==> src/rtl/expr_ctrl.sv <==
// rtl/expr_ctrl.sv - streaming digit/operator expression sequencer and evaluator
//
// Accepts ASCII characters one per in_valid/in_ready handshake. It checks the
// grammar digit ((+|*) digit)* = and evaluates it with '*' binding tighter
// than '+'. One result is returned per '=' through a held res_valid/res_ready
// handshake. No further characters are accepted while that result is pending.
//
// Ports:
//   clk        in   clock, rising edge
//   clr        in   asynchronous active-low reset
//   in         in   [7:0] ASCII character
//   in_valid   in   character valid
//   in_ready   out  block can accept a character (low only while a result is pending)
//   res        out  [WIDTH-1:0] expression value, 0 on error
//   err        out  grammar error flag, qualified by res_valid
//   res_valid  out  res/err hold a result
//   res_ready  in   consumer takes the result

module expr_ctrl #(
   parameter int WIDTH = 16
) (
   input  logic             clk,
   input  logic             clr,
   input  logic [7:0]       in,
   input  logic             in_valid,
   output logic             in_ready,
   output logic [WIDTH-1:0] res,
   output logic             err,
   output logic             res_valid,
   input  logic             res_ready
);

   localparam logic [WIDTH-1:0] ONE = WIDTH'(1);

   typedef enum logic [1:0] {
      EXP_D = 2'd0,   // expecting a digit
      OPND  = 2'd1,   // operand seen, expecting an operator or '='
      ERR   = 2'd2,   // grammar broken, discard until '='
      DONE  = 2'd3    // result held on the output
   } state_t;

   state_t           r_state;
   state_t           w_state_nxt;
   logic [WIDTH-1:0] r_s;       // sum of completed terms
   logic [WIDTH-1:0] r_p;       // product of the current term
   logic [WIDTH-1:0] r_res;
   logic             r_err;
   logic [WIDTH-1:0] w_s_nxt;
   logic [WIDTH-1:0] w_p_nxt;
   logic [WIDTH-1:0] w_res_nxt;
   logic             w_err_nxt;

   logic             w_accept;
   logic             w_is_digit;
   logic             w_is_plus;
   logic             w_is_mul;
   logic             w_is_eq;
   logic [WIDTH-1:0] w_digit;
   logic [WIDTH-1:0] w_prod;
   logic [WIDTH-1:0] w_sum;

   assign w_accept   = in_valid & in_ready;
   assign w_is_digit = (in >= 8'h30) && (in <= 8'h39);
   assign w_is_plus  = (in == 8'h2B);
   assign w_is_mul   = (in == 8'h2A);
   assign w_is_eq    = (in == 8'h3D);
   assign w_digit    = {{(WIDTH-4){1'b0}}, in[3:0]};
   // Both results wrap to WIDTH bits on every step.
   assign w_prod     = r_p * w_digit;
   assign w_sum      = r_s + r_p;

   assign in_ready   = (r_state != DONE);
   assign res_valid  = (r_state == DONE);
   assign res        = r_res;
   assign err        = r_err;

   always_comb begin
      w_state_nxt = r_state;
      w_s_nxt     = r_s;
      w_p_nxt     = r_p;
      w_res_nxt   = r_res;
      w_err_nxt   = r_err;
      case (r_state)
         EXP_D: begin
            if (w_accept) begin
               if (w_is_digit) begin
                  w_state_nxt = OPND;
                  w_p_nxt     = w_prod;
               end else if (w_is_eq) begin
                  w_state_nxt = DONE;
                  w_res_nxt   = '0;
                  w_err_nxt   = 1'b1;
               end else begin
                  w_state_nxt = ERR;
               end
            end
         end
         OPND: begin
            if (w_accept) begin
               if (w_is_plus) begin
                  w_state_nxt = EXP_D;
                  w_s_nxt     = w_sum;
                  w_p_nxt     = ONE;
               end else if (w_is_mul) begin
                  w_state_nxt = EXP_D;
               end else if (w_is_eq) begin
                  w_state_nxt = DONE;
                  w_res_nxt   = w_sum;
                  w_err_nxt   = 1'b0;
               end else begin
                  // A second consecutive digit lands here: multi-digit operands are illegal.
                  w_state_nxt = ERR;
               end
            end
         end
         ERR: begin
            if (w_accept && w_is_eq) begin
               w_state_nxt = DONE;
               w_res_nxt   = '0;
               w_err_nxt   = 1'b1;
            end
         end
         DONE: begin
            // res_valid is 1 here, so res_ready alone completes the handshake.
            if (res_ready) begin
               w_state_nxt = EXP_D;
               w_s_nxt     = '0;
               w_p_nxt     = ONE;
            end
         end
         default: begin
            w_state_nxt = EXP_D;
         end
      endcase
   end

   always_ff @(posedge clk or negedge clr) begin
      if (!clr) begin
         r_state <= EXP_D;
         r_s     <= '0;
         r_p     <= ONE;
         r_res   <= '0;
         r_err   <= 1'b0;
      end else begin
         r_state <= w_state_nxt;
         r_s     <= w_s_nxt;
         r_p     <= w_p_nxt;
         r_res   <= w_res_nxt;
         r_err   <= w_err_nxt;
      end
   end

endmodule

==> config.mk <==
export PLATFORM = sky130hd
export DESIGN_NAME = expr_ctrl
export DESIGN_NICKNAME = d
export VERILOG_FILES = /design/src/rtl/expr_ctrl.sv
export SDC_FILE = /design/constraint.sdc
export NUM_CORES = 1
export LEC_CHECK = 0
export CAP_MARGIN = 20
export CELL_PAD_IN_SITES_DETAIL_PLACEMENT = 0
export CELL_PAD_IN_SITES_GLOBAL_PLACEMENT = 1
export CORE_AREA = 2 2 102 104
export DETAILED_ROUTE_END_ITERATION = 12
export DIE_AREA = 0 0 104 106
export PLACE_DENSITY_LB_ADDON = 0.1
export SETUP_SLACK_MARGIN = 0.15
export SLEW_MARGIN = 40
export SYNTH_ARGS = -nofsm -noshare
export SYNTH_HDL_FRONTEND = slang
export SYNTH_SLANG_ARGS = --single-unit
==> constraint.sdc <==
create_clock -name clk -period 4.9 [get_ports clk]
set_clock_uncertainty 0.2 [all_clocks]
set_input_delay 0.735 -clock clk [delete_from_list [all_inputs] [get_ports clk]]
set_output_delay 0.735 -clock clk [all_outputs]
set_load 0.05 [all_outputs]
==> results.md, run 1 <==
- Worst r2r dst: r_p[12]
- CTS root buf: clkbuf_8
- Row Count: 37
- Fillers: around 1000
- Resized cells post-CTS: 0
- EDFF count, synth: 0
- IO Port Bufs: 30
- M2 GR Usage: between 30% and 40%
- Top cells by area, synth: dfrtp_1 27%, fa_1 11%, ha_1 9.5%, nand2_1 5.8%, and2_1 5.2%
- Total grt overflow: 0
- Dominant synthesized flop cell: dfrtp_1
- Hold depth: 2
- Final Slew Violations: 0
- CTS H-tree lvls: 2
- Post-synth top area share: 27.2%
- Starting Density: 46.0%
- Ant diodes: 0
- Largest net degree at the start of global routing: 52
- R2r setup slk: 1.06 ns
- Postcts setup bufs: 0
- HPWL Detailed: 8170 um
- Synthesized cell area: 4600 um^2
- Busiest grt layer: met2
- Max_slew headroom: about 48%
- Met3 Usage GRT: between 2 and 3%
- Hold_sp: res[5]
- DR vias: 3714
- Hold-fix buffers at CTS: 0
- Die Width: between 100 and 150 um
- Crit Path Category: in -> reg
- Total CTS buffers: 5
- Hold path endpoint: res[5]
- CP Max Fanout: 12
- Die H: ~110 um
- Clk buf depth: 2
- CTS Sinks: 51
- Worst Setup End Kind: register
- Count leader, synth: nand2_1
- Internal power: about 0.00076 W
- Setup-failing EPs final: 0
- Syn Inst Count: about 520
- CTS clock-pin slew for the worst setup and hold paths: roughly 0.10 ns
- Max VDD drop: between 0.4 and 0.5 mV
- DR WL/cell: 15.6 um
- Fin. Hold Viols: 0
- Register area share after synthesis: 27.8%
- Gr usage total: 20.5%
- Antenna violations before repair: 0
- Startpoint Class: input port
- Worst-case reg-to-reg path depth: 11
- Layout Nets: 618
- Area leader, netlist: dfrtp_1
- Leak pwr: 2.51 nW
- Met1 Usage GRT: a little over a quarter
- Syn Nets: 589
- Required time of the critical path: 4.92 ns
- ANT nets after route: 0
- I/O pins: 31
- Share of cells above drive strength 1: 5.49%
- Flops & latches, synth: just over 50
- Area grow syn2layout: 12.4%
- Hold Path Class: reg -> reg
- Mapped Avg Cell Area: 8.91 um^2
- Vias in the first global route: 3640
- Worst-Margin Slew: between 0.7 and 0.8 ns
- Final min period: around 4.4 ns
- Clock latency on the worst-skew pair: 0.32 ns
- Synth cell types: 64
- Fmax achieved: 226 MHz
- DIE AREA: 11000 um^2
- Routed vias/inst: about 5.4
- First DRT Iteration DRCs: 160
- Final Routed Wirelength: 10600 um
- Total negative slack: 0 ns
- Core ar.: ~10000 um^2
- First-pass GRT wire length: 18100 um
- CTS tree: done
- Status: finished clean
- MaxCap Viol Count: 0
- Async S/R FF share, synth: 100%
- Crit path DAT: 4.44 ns
- Routability cong.: 0.837
- Commonest cells post-synth: 71 x nand2_1, 54 x inv_1, 50 x dfrtp_1, 38 x and2_1, 35 x ha_1
- Pwr Total: around 0.0013 W
- Drt pass-1 iters: 7
- Synth warn: 0
- Switch share: 40.8%
- Combinational cell fraction of total power: a little under two fifths
- Switching power: 0.000523 W
- RSZ-0062 raised after global routing: false
- Seq pwr share: 37.1%
- Fin crit share: between 90% and 100%
- Clock power share: 24.5%
- Pwr/cell area: 249 nW/um^2
- Worst R2R Start: r_p[0]
- DRC viols: 0
==> area by class of cell <==
type	instances	area [um^2]	share of cell area [%]
Tap cell	136	170	3.29
Clock buffer	6	72.6	1.41
Clock inverter	2	38.8	0.751
Sequential cell	51	1280	24.7
Multi-Input combinational cell	395	3050	59.1
Timing Repair Buffer	38	353	6.83
Inverter	54	203	3.92
==> power by group through the flow <==
stage	combinational, W	clock [W]	sequential, W
2_1_floorplan	0.000333	0	0.000505
3_3_place_gp	0.000483	0	0.000485
3_5_place_dp	0.000499	0	0.000486
4_1_cts	0.000500	0.000327	0.000477
5_1_grt	0.000546	0.000341	0.000482
6_report	0.000492	0.000315	0.000477
==> metal layers <==
layer / vias to the layer above / routed length (um)
met5: - / 0
met4: 0 / 142
met3: 7 / 296
met2: 44 / 5230
met1: 1817 / 4940
li1: 1846 / -
==> flip-flops by register name, indices dropped and copies added (netlist names) <==
name and count:
err 1, r_p 16, res 16, r_s 16
r_state 2
==> layout by cell type, fill, tap and decap left out, types with 2 or more instances in the layout <==
cell / instances
a211oi_1: 2
a21o_1: 16
a21oi_1: 27
a221o_1: 2
a22o_1: 14
a31oi_1: 2
a32o_1: 3
a41oi_1: 2
and2_1: 38
buf_2: 2
buf_4: 7
clkbuf_8: 5
clkdlybuf4s50_1: 29
dfrtp_1: 50
fa_1: 26
ha_1: 35
inv_1: 54
mux2_2: 2
nand2_1: 71
nand2b_1: 6
nand3_1: 10
nand3b_1: 2
nand4_1: 2
nor2_1: 14
nor2b_1: 2
nor3_1: 3
o211ai_1: 9
o21a_1: 7
o21ai_0: 21
o21ai_1: 8
o21bai_1: 3
o31ai_1: 9
or3_1: 5
xnor2_1: 13
xor2_1: 12
==> per-stage QoR <==
step	cell area (um^2)	hold slack (ns)	utilization [%]	setup WS, ns	instances
after floorplan	4600	0.239	-	0.789	516
after global placement	5040	0.262	50.4	0.207	673
after detailed placement	5050	0.270	50.5	0.144	673
after CTS	5160	0.293	51.6	0.498	681
after global routing	5160	0.315	51.7	0.309	682
final	5160	0.286	51.7	0.479	682
==> critical path, stage by stage <==
cell	delay (ns)
clkdlybuf4s50_1	0.60
and2_1	0.26
fa_1	0.53
inv_1	0.05
fa_1	0.53
inv_1	0.04
ha_1	0.35
a21o_1	0.20
a21oi_1	0.12
o21ai_0	0.18
a41oi_1	0.44
o211ai_1	0.13
a32o_1	0.26
==> cell families after synthesis <==
logic type,Yosys count,share of synthesized area (%)
buf+inv,70,6.13
xor+xnor,25,4.76
flops,51,27.8
fa+ha+maj,61,20.9
compound gates,141,21.3
mux,2,0.490
simple gates,166,18.6
==> how the worst max path moves through the flow <==
stage,to,slack [ns],cells after the start,from
after floorplan,r_p[15],0.79,13,in[3]
after global placement,r_p[15],0.21,13,in[3]
after detailed placement,r_p[13],0.14,13,in[3]
after CTS,r_p[13],0.50,13,in[3]
after global routing,r_p[13],0.31,13,in[3]
final,r_p[13],0.48,13,in[3]
(Power assumes the default switching activity.)
==> run 2: changes to the inputs <==
- CTS_CLUSTER_DIAMETER: not set -> 150
==> results of run 2 <==
No change in the layout: final DEF, timing and power equal those of run 1.
==> run 3: changes to the inputs <==
- CORE_AREA: 2 2 102 104 -> 2 2 108 110
- DIE_AREA: 0 0 104 106 -> 0 0 110 112
- clock period: 4.9 -> 3.65 ns (I/O delays scaled with it)
==> run 3 against run 2 <==
  * Register-to-register slack lost 0.90 ns
  * Die area rose by 12%
  * Final area is 12% higher
  * Via count up 4.8%
  * Clock-buffer cell count is the same
==> results.md, run 3 (synthesis gave the netlist of run 1 again) <==
- RSZ-0062 raised after global routing: true
- Row Count: 39 (+5.4%)
- Setup-failing EPs final: 0 (unchanged)
- Fin crit share: 96.6%
- Antenna violations before repair: 0 (unchanged)
- Worst hold margin: 0.0589 ns (-0.227 ns)
- Final Slew Violations: 0 (unchanged)
- Dpl ws: -0.719 ns (-0.863 ns)
- Ant diodes: 0 (unchanged)
- Clock latency on the worst-skew pair: 0.31 ns (about the same)
- Worst-Margin Slew: 0.792 ns (+0.00891 ns)
- CTS H-tree lvls: 2 (unchanged)
- Hold Path Class: in -> async
- Fin. Hold Viols: 0 (unchanged)
- I/O pins: 31 (unchanged)
- DIE AREA: 12300 um^2 (+12%)
- Starting Density: 41.1% (-4.8 points)
- Hold-fix buffers at CTS: 0 (unchanged)
- CTS root buf: clkbuf_16
- Die H: 112 um (+5.7%)
- Max VDD drop: 0.377 mV (-8.9%)
- Worst r2r dst: r_p[15]
- Worst R2R Start: r_p[7]
- Status: finished clean
- R2r setup slk: 0.16 ns (-0.90 ns)
- Worst path cell trace: buf_2 > buf_4 > and2_1 > fa_1 > inv_1 > fa_1 > inv_1 > ha_1 > a21oi_2 > a21o_1 > nand2b_1 > a21o_1 > o2111a_1 > a221o_1
- Startpoint Class: input port
- MaxCap Viol Count: 0 (unchanged)
- CP max stage delay: 0.53 ns (-0.07 ns)
- Fmax achieved: 284 MHz
- Gr usage total: 20.5% (-0.081 points)
- Core ar.: 11200 um^2 (+12%)
- Drt pass-1 iters: 4 (-3)
- Crit Path Category: in -> reg
- Routed vias/inst: 5.24 (-3.8%)
- Pwr/cell area: 322 nW/um^2 (+30%)
- Commonest non-fill, non-tap cell in the layout: nand2_1
- Crit path DAT: 3.52 ns (-0.92 ns)
- Total CTS buffers: 5 (unchanged)
- Worst Setup End Kind: register
- Routability cong.: 0.799 (-4.5%)
- Clk buf depth: 2 (unchanged)
- Share of cells above drive strength 1: 21.7% (+16 points)
- First-pass GRT wire length: 19600 um (+8.4%)
- Layout Nets: 672 (+8.7%)
- Vias in the first global route: 3998 (+9.8%)
- Most frequent cells in the layout: 70 x nand2_1, 59 x buf_4, 47 x dfrtp_1, 44 x inv_1, 28 x and2_1
- CTS Sinks: 51 (unchanged)
- Final min period: roughly 3.5 ns
- CP Max Fanout: 10 (-2)
- First DRT Iteration DRCs: 164 (+2.5%)
- ANT nets after route: 0 (unchanged)
- CTS tree: done
- Slowest CP cell: fa_1
- DRC viols: 0 (unchanged)
- Non-Filler Instances: 743 (+8.9%)
- IO Port Bufs: 30 (unchanged)
- Largest net degree at the start of global routing: 30 (-42%)
- Worst-case reg-to-reg path depth: 12 (+1)
- DR vias: 3892 (+4.8%)
- CTS clock-pin slew for the worst setup and hold paths: 0.07 ns (-0.03 ns)
- Die Width: 110 um (+5.8%)
- DR WL/cell: 15.6 um (about the same)
- Leak pwr: 2.78 nW (+11%)
- Required time of the critical path: 3.64 ns (-1.28 ns)
- Max_slew headroom: 47.2% (-0.59 points)
- Total grt overflow: 0 (unchanged)
- HPWL Detailed: 8980 um (+10%)
- Total negative slack: 0 ns (unchanged)
- Final Routed Wirelength: 11600 um (+9.0%)
- Area grow syn2layout: 26.1%
- Inst Count DP: 719 (+6.8%)
- Worst setup margin: 0.126 ns (-0.354 ns)
-- run 3: cell types whose count changed in the layout (fill, tap and decap cells not counted), moves of 5 or more --
| cell | delta |
|---|---|
| and2_1 | -10 |
| buf_4 | +52 |
| inv_1 | -10 |
| a21oi_2 | +5 |
| and2_4 | +10 |
| a21oi_1 | -5 |
| clkbuf_16 | +5 |
| ha_4 | +7 |
| clkbuf_8 | -5 |
| inv_2 | +10 |
| ha_1 | -8 |
-- run 3: cell type report --
type	count	area, um^2
inverter	54	203
clock inverter	2	16.3
clock buffer	6	129
fill	1058	5380
tap	143	179
timing repair buffer	92	762
multi-input combinational	395	3230
sequential	51	1280
-- run 3: metrics by stage --
step | instance area (um^2) | power, W | utilization [%]
after CTS | 5690 | 0.00188 | 50.9
final | 5800 | 0.00187 | 51.9
after global placement | 5380 | 0.00136 | 48.2
after floorplan | 4660 | 0.00113 | -
after detailed placement | 5380 | 0.00137 | 48.2
after global routing | 5800 | 0.00198 | 51.9
-- run 3: worst max-delay path, delay by kind of cell --
kind	cells	cell delay (ns)
and+or+nand+nor	2	0.22
buffers and inverters	4	0.44
adders and majority gates	3	1.42
AOI/OAI and AO/OA	5	0.88
-- run 3: power breakdown --
part / switching, W / total, W / internal, W
clock network: 0.000242 / 0.000500 / 0.000258
registers: 0.0000280 / 0.000631 / 0.000603
logic: 0.000475 / 0.000735 / 0.000260
total: 0.000744 / 0.00187 / 0.00112
-- run 3: worst max path at each step --
stage,slack (ns),cells after the start,startpoint,endpoint
final,0.13,14,in[3],r_p[15]
after detailed placement,-0.72,13,in[3],r_p[13]
after global placement,-0.67,14,in[1],r_p[12]
after floorplan,-0.11,13,in[3],r_p[15]
after CTS,0.11,12,r_p[6],r_p[15]
after global routing,-0.02,14,in[3],r_p[15]
-- run 3: what timing repair did --
item                                    4_1_cts  5_1_grt
setup buffers                                11        5
pin swaps                                    12       35
endpoints found under the setup margin       11        7
resized for setup                            34       30
endpoints found under the hold margin         0        0
-- run 3: layer usage --
| metal | part of all wire (%) | GRT usage (%) |
|---|---|---|
| met1 | 47 | 27.1 |
| met2 | 50 | 34.8 |
| met3 | 2.5 | 3.34 |
| met4 | 0.97 | 4.56 |
| met5 | 0 | 0 |
